--- config.mk ---
export PLATFORM = sky130hd
export DESIGN_NAME = cmp_pair_enumerator
export DESIGN_NICKNAME = d
export VERILOG_FILES = /design/src/rtl/cmp_pkg.sv /design/src/rtl/cmp_rel_eval.sv /design/src/rtl/cmp_pair_enumerator.sv
export SDC_FILE = /design/constraint.sdc
export NUM_CORES = 1
export LEC_CHECK = 0
export CORE_MARGIN = 4
export CORE_UTILIZATION = 52
export CTS_CLUSTER_DIAMETER = 100
export CTS_CLUSTER_SIZE = 40
export DETAILED_ROUTE_END_ITERATION = 12
export PLACE_DENSITY = 0.87
export SLEW_MARGIN = 20
export SYNTH_ARGS = -nofsm -noshare
export SYNTH_HDL_FRONTEND = slang
export SYNTH_SLANG_ARGS = --single-unit
--- constraint.sdc ---
create_clock -name clk_i -period 2.45 [get_ports clk_i]
set_input_delay 0.49 -clock clk_i [delete_from_list [all_inputs] [get_ports clk_i]]
set_output_delay 0.49 -clock clk_i [all_outputs]
set_load 0.05 [all_outputs]
--- src/rtl/cmp_pkg.sv ---
// Shared constants for the comparator pair enumerator: relation bits, mode values and FSM states.
package cmp_pkg;

  localparam logic [2:0] REL_G = 3'b100;
  localparam logic [2:0] REL_E = 3'b010;
  localparam logic [2:0] REL_L = 3'b001;

  localparam logic MODE_UNS = 1'b1;
  localparam logic MODE_SGN = 1'b0;

  typedef enum logic [1:0] {
    ST_IDLE = 2'd0,
    ST_SCAN = 2'd1,
    ST_EMIT = 2'd2,
    ST_DONE = 2'd3
  } state_e;

endpackage

--- src/rtl/cmp_rel_eval.sv ---
// Combinational G/E/L relation of two W-bit operands, unsigned or two's complement.
// Also serves as the golden comparator model for comparator benches.
module cmp_rel_eval
  import cmp_pkg::*;
#(
  parameter int W = 3
) (
  input  logic [W-1:0] a_i,
  input  logic [W-1:0] b_i,
  input  logic         s_i,
  output logic         g_o,
  output logic         e_o,
  output logic         l_o
);

  // Exactly one of the three outputs is high for any operand pair.
  always_comb begin
    e_o = (a_i == b_i);
    if (s_i == MODE_UNS) begin
      g_o = (a_i > b_i);
    end else begin
      g_o = ($signed(a_i) > $signed(b_i));
    end
    l_o = ~g_o & ~e_o;
  end

endmodule

--- src/rtl/cmp_pair_enumerator.sv ---
// Walks every (a,b) operand pair in ascending a-major order and streams out those matching
// the latched relation set. Optional match counter enabled by defining CMP_ENUM_COUNT_EN.
module cmp_pair_enumerator
  import cmp_pkg::*;
#(
  parameter int W = 3
) (
  input  logic         clk_i,
  input  logic         rst_i,
  input  logic         start_i,
  input  logic [2:0]   rel_sel_i,
  input  logic         s_i,
  output logic [W-1:0] a_o,
  output logic [W-1:0] b_o,
  output logic         out_valid_o,
  input  logic         out_ready_i,
  output logic         busy_o,
  output logic         done_o
`ifdef CMP_ENUM_COUNT_EN
  ,
  output logic [2*W:0] match_count_o
`endif
);

  localparam int IW = 2 * W;
  localparam logic [IW-1:0] IDX_MAX = '1;
  localparam logic [IW-1:0] IDX_ONE = {{(IW - 1) {1'b0}}, 1'b1};

  state_e          state_q, state_d;
  logic [IW-1:0]   idx_q, idx_d;
  logic [2:0]      rel_q, rel_d;
  logic            s_q, s_d;
  logic [W-1:0]    a_q, a_d;
  logic [W-1:0]    b_q, b_d;
  logic            valid_q, valid_d;

  logic [W-1:0]    a_cand, b_cand;
  logic            rel_g, rel_e, rel_l;
  logic            match;

  assign a_cand = idx_q[IW-1:W];
  assign b_cand = idx_q[W-1:0];

  cmp_rel_eval #(
    .W(W)
  ) u_rel_eval (
    .a_i(a_cand),
    .b_i(b_cand),
    .s_i(s_q),
    .g_o(rel_g),
    .e_o(rel_e),
    .l_o(rel_l)
  );

  assign match = |(rel_q & {rel_g, rel_e, rel_l});

  always_ff @(posedge clk_i) begin
    if (rst_i) begin
      state_q <= ST_IDLE;
      idx_q   <= '0;
      rel_q   <= '0;
      s_q     <= MODE_SGN;
      a_q     <= '0;
      b_q     <= '0;
      valid_q <= 1'b0;
    end else begin
      state_q <= state_d;
      idx_q   <= idx_d;
      rel_q   <= rel_d;
      s_q     <= s_d;
      a_q     <= a_d;
      b_q     <= b_d;
      valid_q <= valid_d;
    end
  end

  // rel_sel and mode are captured only on a start accepted in IDLE.
  always_comb begin
    state_d = state_q;
    idx_d   = idx_q;
    rel_d   = rel_q;
    s_d     = s_q;
    a_d     = a_q;
    b_d     = b_q;
    valid_d = valid_q;
    case (state_q)
      ST_IDLE: begin
        if (start_i) begin
          state_d = ST_SCAN;
          idx_d   = '0;
          rel_d   = rel_sel_i;
          s_d     = s_i;
        end
      end
      ST_SCAN: begin
        if (match) begin
          a_d     = a_cand;
          b_d     = b_cand;
          valid_d = 1'b1;
          state_d = ST_EMIT;
        end else if (idx_q == IDX_MAX) begin
          state_d = ST_DONE;
        end else begin
          idx_d = idx_q + IDX_ONE;
        end
      end
      ST_EMIT: begin
        if (out_ready_i) begin
          valid_d = 1'b0;
          if (idx_q == IDX_MAX) begin
            state_d = ST_DONE;
          end else begin
            idx_d   = idx_q + IDX_ONE;
            state_d = ST_SCAN;
          end
        end
      end
      ST_DONE: begin
        state_d = ST_IDLE;
      end
      default: begin
        state_d = ST_IDLE;
      end
    endcase
  end

`ifdef CMP_ENUM_COUNT_EN
  localparam logic [IW:0] CNT_ONE = {{IW{1'b0}}, 1'b1};

  logic [IW:0] count_q, count_d;

  always_ff @(posedge clk_i) begin
    if (rst_i) begin
      count_q <= '0;
    end else begin
      count_q <= count_d;
    end
  end

  always_comb begin
    count_d = count_q;
    if (state_q == ST_IDLE && start_i) begin
      count_d = '0;
    end else if (state_q == ST_EMIT && out_ready_i) begin
      count_d = count_q + CNT_ONE;
    end
  end

  assign match_count_o = count_q;
`endif

  assign a_o         = a_q;
  assign b_o         = b_q;
  assign out_valid_o = valid_q;
  assign busy_o      = (state_q == ST_SCAN) || (state_q == ST_EMIT);
  assign done_o      = (state_q == ST_DONE);

endmodule

==> flow_metrics.tcl, run 1 <==
set metrics [dict create \
    status "finished clean" \
    placed_cell_area_um2 1320 \
    syn_inst 133 \
    r2r_cells 7 \
    timing.critical_path.cells "inv_1 -> ha_1 -> nor2b_4 -> o311a_1 -> o31a_1 -> or4_1 -> a21oi_1" \
    endpoint "idx_q[3]" \
    yosysTopAreaCell "dfxtp_1" \
    clk_pin_slew_ps 120 \
    critPathMaxFanout 8 \
    setup_violations 0 \
    gp_congestion 0.920 \
    start_kind "flip-flop" \
    viasPerCell 5.90 \
    antennaDiodeCount 0 \
    p_switching_mw 0.506 \
    crit_arrival_ps 2610 \
    fin_setup_tns_ps 0 \
    rrSetupSlack_ps 100 \
    cts_tree "built" \
    die_h_um 54.0 \
    leakage_nw 0.528 \
    hold_path.class "flip-flop to flip-flop" \
    wire_per_inst_um 15.2 \
    p_int_mw 0.631 \
    power.density_nw_per_um2 815 \
    ant_nets 0 \
    first_pass_iters 6 \
    p_seq_frac 0.348 \
    synth-edff-count 0 \
    chipWidth_um 54.0 \
    synth_flop_cell "dfxtp_1" \
    max_freq_mhz 426 \
    clkLatencyLatePin_ps 310 \
    core_area_um2 1980 \
    ys_seq_area_frac 0.346 \
    placementRows 16 \
    synthTopCellsByArea "dfxtp_1 35%, ha_1 10%, a21oi_1 7.7%" \
    port_buffers 16 \
    synthArstFlopShare 0 \
    p_clk_frac 0.150 \
    p_sw_frac 0.445 \
    cap_violations 0 \
    yosysWarnings 0 \
    dp.cells 179 \
    finalClockSkew_ps 1.39 \
    cp-startpoint "idx_q[1]" \
    vias 1097 \
    synth_top_area_frac 0.346 \
    crit_slowest_cell "or4_1" \
    io_pins 17 \
    finish.utilization 0.704 \
    synth.cell_area_um2 1100 \
    antenna_found_initial 0 \
    drtIter0Drc 52 \
    cts-htree-levels 1 \
    cts_made_buffers 3 \
    fin_crit_ps 2350 \
    final_area_um2 1400 \
    fillers 145 \
    grt_usage 0.229 \
    dpl.hpwl_um 2080 \
    hp-start "a_o[1]" \
    timing.rr.end "idx_q[3]" \
    drive_above_1_share 0.151 \
    grt_pass1_wl_um 4820 \
    worst_slew_pin_slew_ps 536 \
    slew_violations 0 \
    drc 0 \
    p_total_mw 1.14 \
    grt_pass1_vias 1041 \
    synth_area_per_cell_um2 8.26 \
    num-nets-final 177 \
    grt_max_degree 16 \
    clock-sinks 19 \
    dieArea_um2 2910 \
    synth_most_common_cell "dfxtp_1" \
    cts-root-buf "clkbuf_4" \
    finalCritPeriodShare 0.959 \
    power_frac_comb 0.502 \
    ctsLongestPathBuffers 2 \
    synth_commonest_cells "19 x dfxtp_1, 17 x a21oi_1, 13 x nand3_1" \
    syn-num-nets 150 \
    initial_core_util 0.554 \
    timing.slew.headroom 0.639 \
    endpoint_kind "flip-flop" \
    area_growth_syn_to_layout_pct 27.0 \
    layout.cells.non_filler 186 \
    peakVddDrop_uv 787 \
    cp.required_ps 2710 \
    hold_violations 0 \
    crit_type "flip-flop to flip-flop" \
    r2r_start "idx_q[1]" \
    gr-total-overflow 0 \
    ys_seq_elements 19 \
    yosys.cell_types.count 34 \
    critPathMaxStageDelay_ps 530 \
    wl_um 2830 \
]
## power by group through the flow
stage | clock network (mW) | registers, mW | logic [mW]
3_5_place_dp | 0 | 0.400 | 0.534
3_3_place_gp | 0 | 0.396 | 0.516
6_report | 0.171 | 0.395 | 0.570
4_1_cts | 0.171 | 0.393 | 0.538
5_1_grt | 0.187 | 0.400 | 0.623
2_1_floorplan | 0 | 0.395 | 0.403
## how the worst min path moves through the flow
| stage | slack [ps] | endpoint | cells after the start |
|---|---|---|---|
| after floorplan | 440 | rel_q[2] | 2 |
| after global placement | 450 | b_o[2] | 2 |
| after global routing | 510 | b_o[1] | 2 |
| final | 480 | a_o[1] | 2 |
| after detailed placement | 460 | a_o[1] | 2 |
| after CTS | 480 | a_o[1] | 2 |
## flip-flops by register name, indices dropped and copies added (netlist names)
register	count
idx_q	6
a_o	3
b_o	3
rel_q	3
state_q	2
out_valid_o	1
s_q	1
## cells in the final DEF, fill, tap and decap left out, types with 2 or more instances in the layout
| master | instances |
|---|---|
| ha_1 | 9 |
| nand2_1 | 10 |
| and2_1 | 3 |
| mux2i_1 | 2 |
| o21ai_0 | 12 |
| inv_1 | 10 |
| or4_1 | 2 |
| nor2_1 | 3 |
| or3_2 | 2 |
| nand2b_1 | 3 |
| a21oi_1 | 17 |
| a211oi_1 | 2 |
| buf_4 | 9 |
| o31ai_1 | 4 |
| dfxtp_1 | 18 |
| clkdlybuf4s50_1 | 15 |
| clkbuf_4 | 3 |
| nand3_1 | 13 |
## per-layer routing
metal	track usage	up-vias	routed length, µm
li1	-	545	-
met1	0.298	504	1320
met2	0.371	42	1330
met3	0.0332	6	138
met4	0.0979	0	46
met5	0	-	0
## layout make-up
class                   instances  area [µm²]  share of cell area
multi-input cells             102         697               0.500
flip-flops and latches         19         382               0.274
repair buffers                 24         218               0.156
inverters                      10        37.5              0.0269
well taps                      27        33.8              0.0242
clock buffers                   3        22.5              0.0161
clock inverters                 1        5.00             0.00359
## what timing repair did
item | CTS | global route
setup endpoints to repair | 0 | 11
gates resized for setup | 0 | 5
hold buffers | 0 | 0
hold endpoints to repair | 0 | 0
buffers inserted | 0 | 3
## per-stage QoR
stage | setup slack [ps] | hold slack, ps
after floorplan | 258 | 444
after global placement | 182 | 454
after detailed placement | 88.9 | 457
after CTS | 61.8 | 482
after global routing | -11.1 | 512
final | 100 | 479
## critical path: cells and delay by family, from the launching register on
| kind | cells | cell delay [ps] |
|---|---|---|
| AO/OA/AOI/OAI | 3 | 860 |
| AND/OR/NAND/NOR | 2 | 670 |
| flip-flops | 1 | 380 |
| adder cells (fa/ha/maj) | 1 | 320 |
| buffers and inverters | 1 | 60 |
## cell families after synthesis
group	Yosys count	share of synthesized area
AOI/OAI and AO/OA	45	0.260
xor gates and xnor gates	1	0.00797
adders and majority gates	9	0.103
buffers and inverters	12	0.0410
DFF	19	0.346
muxes	2	0.0182
and+or+nand+nor	45	0.224
(Power assumes the default switching activity.)
==> run 2, diff against run 1 <==
Settings changed: CORE_MARGIN 4 to not set.
==> flow_metrics.tcl, run 2 (synthesized netlist as in run 1, its figures left out) <==
set metrics [dict create \
    grt_pass1_wl_um 4030 \
    final_cell_mix "19 x dfxtp_1, 17 x a21oi_1, 15 x clkdlybuf4s50_1" \
    drive_above_1_share 0.113 \
    fin_ws_ps 98.1 \
    leakage_nw 0.512 \
    grt_pass1_vias 933 \
    gr-total-overflow 0 \
    area_growth_syn_to_layout_pct 25.4 \
    p_int_mw 0.630 \
    cap_violations 0 \
    ant_nets 0 \
    num-nets-final 177 \
    dp_slack_ps 95.6 \
    antennaDiodeCount 0 \
    p_switching_mw 0.500 \
    fillers 149 \
    die_h_um 48.0 \
    gr-usage-met3 0.0377 \
    hold_path.class "flip-flop to flip-flop" \
    p_sw_frac 0.443 \
    crit_type "flip-flop to flip-flop" \
    critPathMaxFanout 6 \
    wl_um 2770 \
    timing.rr.end "idx_q[3]" \
    first_pass_iters 4 \
    timing.slew.headroom 0.589 \
    chipWidth_um 48.0 \
    dpl.hpwl_um 1900 \
    cp.required_ps 2690 \
    r2r_start "idx_q[1]" \
    clkLatencyLatePin_ps 300 \
    drtIter0Drc 62 \
    ctsLongestPathBuffers 2 \
    cts-htree-levels 1 \
    crit_arrival_ps 2590 \
    grt_usage 0.253 \
    min_to "b_o[0]" \
    registers.top_by_ff_count "idx_q" \
    dieArea_um2 2300 \
    p_seq_frac 0.349 \
    fin_crit_ps 2350 \
    final_common_cell "dfxtp_1" \
    finalCritPeriodShare 0.960 \
    use_met2 0.432 \
    wire_per_inst_um 14.9 \
    hp-start "b_o[0]" \
    grt_use_met1 0.314 \
    setup_violations 0 \
    rrSetupSlack_ps 100 \
    min_delay_path_depth 2 \
    max_freq_mhz 425 \
    r2r_cells 7 \
    slew_violations 0 \
    endpoint_kind "flip-flop" \
    power_frac_comb 0.509 \
    grt_max_degree 16 \
    placed_cell_area_um2 1330 \
    final_area_um2 1380 \
    start_kind "flip-flop" \
    cts_made_buffers 3 \
    fin_setup_tns_ps 0 \
    drc 0 \
    core_area_um2 1980 \
    vias 1129 \
    worst_slew_pin_slew_ps 610 \
    hold_violations 0 \
    finalClockSkew_ps 0.760 \
    grt_busiest_layer "met2" \
    rsz0062_at_grt "no" \
    fin_hold_ws_ps 476 \
    status "finished clean" \
    largest_reg_flops 6 \
    gp_congestion 0.887 \
    p_clk_frac 0.143 \
    port_buffers 16 \
    clk_pin_slew_ps 110 \
    antenna_found_initial 0 \
    cts_tree "built" \
    placementRows 16 \
    hold_buffers 0 \
    viasPerCell 6.07 \
    io_pins 17 \
    cts-root-buf "clkbuf_4" \
    initial_core_util 0.554 \
    power.density_nw_per_um2 820 \
    clock-sinks 19 \
    peakVddDrop_uv 683 \
]
## run 2: stage by stage
| stage | util | instances | power [mW] |
|---|---|---|---|
| floorplan | - | 133 | 0.798 |
| global placement | 0.670 | 180 | 0.912 |
| detailed placement | 0.670 | 180 | 0.937 |
| CTS | 0.687 | 184 | 1.11 |
| global route | 0.695 | 186 | 1.18 |
| finish | 0.695 | 186 | 1.13 |
## run 2: routing by layer
metal	wire length, µm	vias to the layer above	part of all wire
met3	132	7	0.048
met5	0	-	0
met2	1320	48	0.48
li1	-	551	-
met1	1270	523	0.46
met4	43	0	0.016
## run 2: area by class of cell
cell class	instances	area, µm²	area share
tap	27	33.8	0.0245
sequential	19	380	0.276
clock buffer	4	26.3	0.0191
timing repair buffer	23	210	0.153
multi-input combinational	103	689	0.500
inverter	10	37.5	0.0272
## run 2: how the worst max path moves through the flow
stage | from | endpoint | slack [ps] | depth (start not counted)
2_1_floorplan | idx_q[1] | idx_q[3] | 260 | 7
3_3_place_gp | idx_q[1] | idx_q[3] | 190 | 7
3_5_place_dp | idx_q[1] | state_q[1] | 100 | 7
4_1_cts | idx_q[1] | idx_q[3] | 80 | 7
5_1_grt | idx_q[1] | idx_q[3] | 20 | 7
6_report | idx_q[1] | idx_q[3] | 100 | 7
## run 2: critical path: stages (launching register included)
cell and delay, ps:
dfxtp_1 410, inv_1 60, ha_1 320, nor2b_4 140, o311a_1 350, o31a_1 340, or4_1 520, a21oi_1 150
## run 2: power by group through the flow
stage          Sequential [mW]  Combinational, mW  Clock (mW)
3_5_place_dp             0.400              0.537           0
6_report                 0.394              0.574       0.161
4_1_cts                  0.393              0.555       0.163
5_1_grt                  0.399              0.613       0.173
2_1_floorplan            0.395              0.403           0
3_3_place_gp             0.397              0.515           0
## run 2: what timing repair did
action,CTS,global route
setup endpoints to repair,2,2
hold endpoints to repair,0,0
resized for setup,1,0
buffers inserted,0,1
cloned,0,1
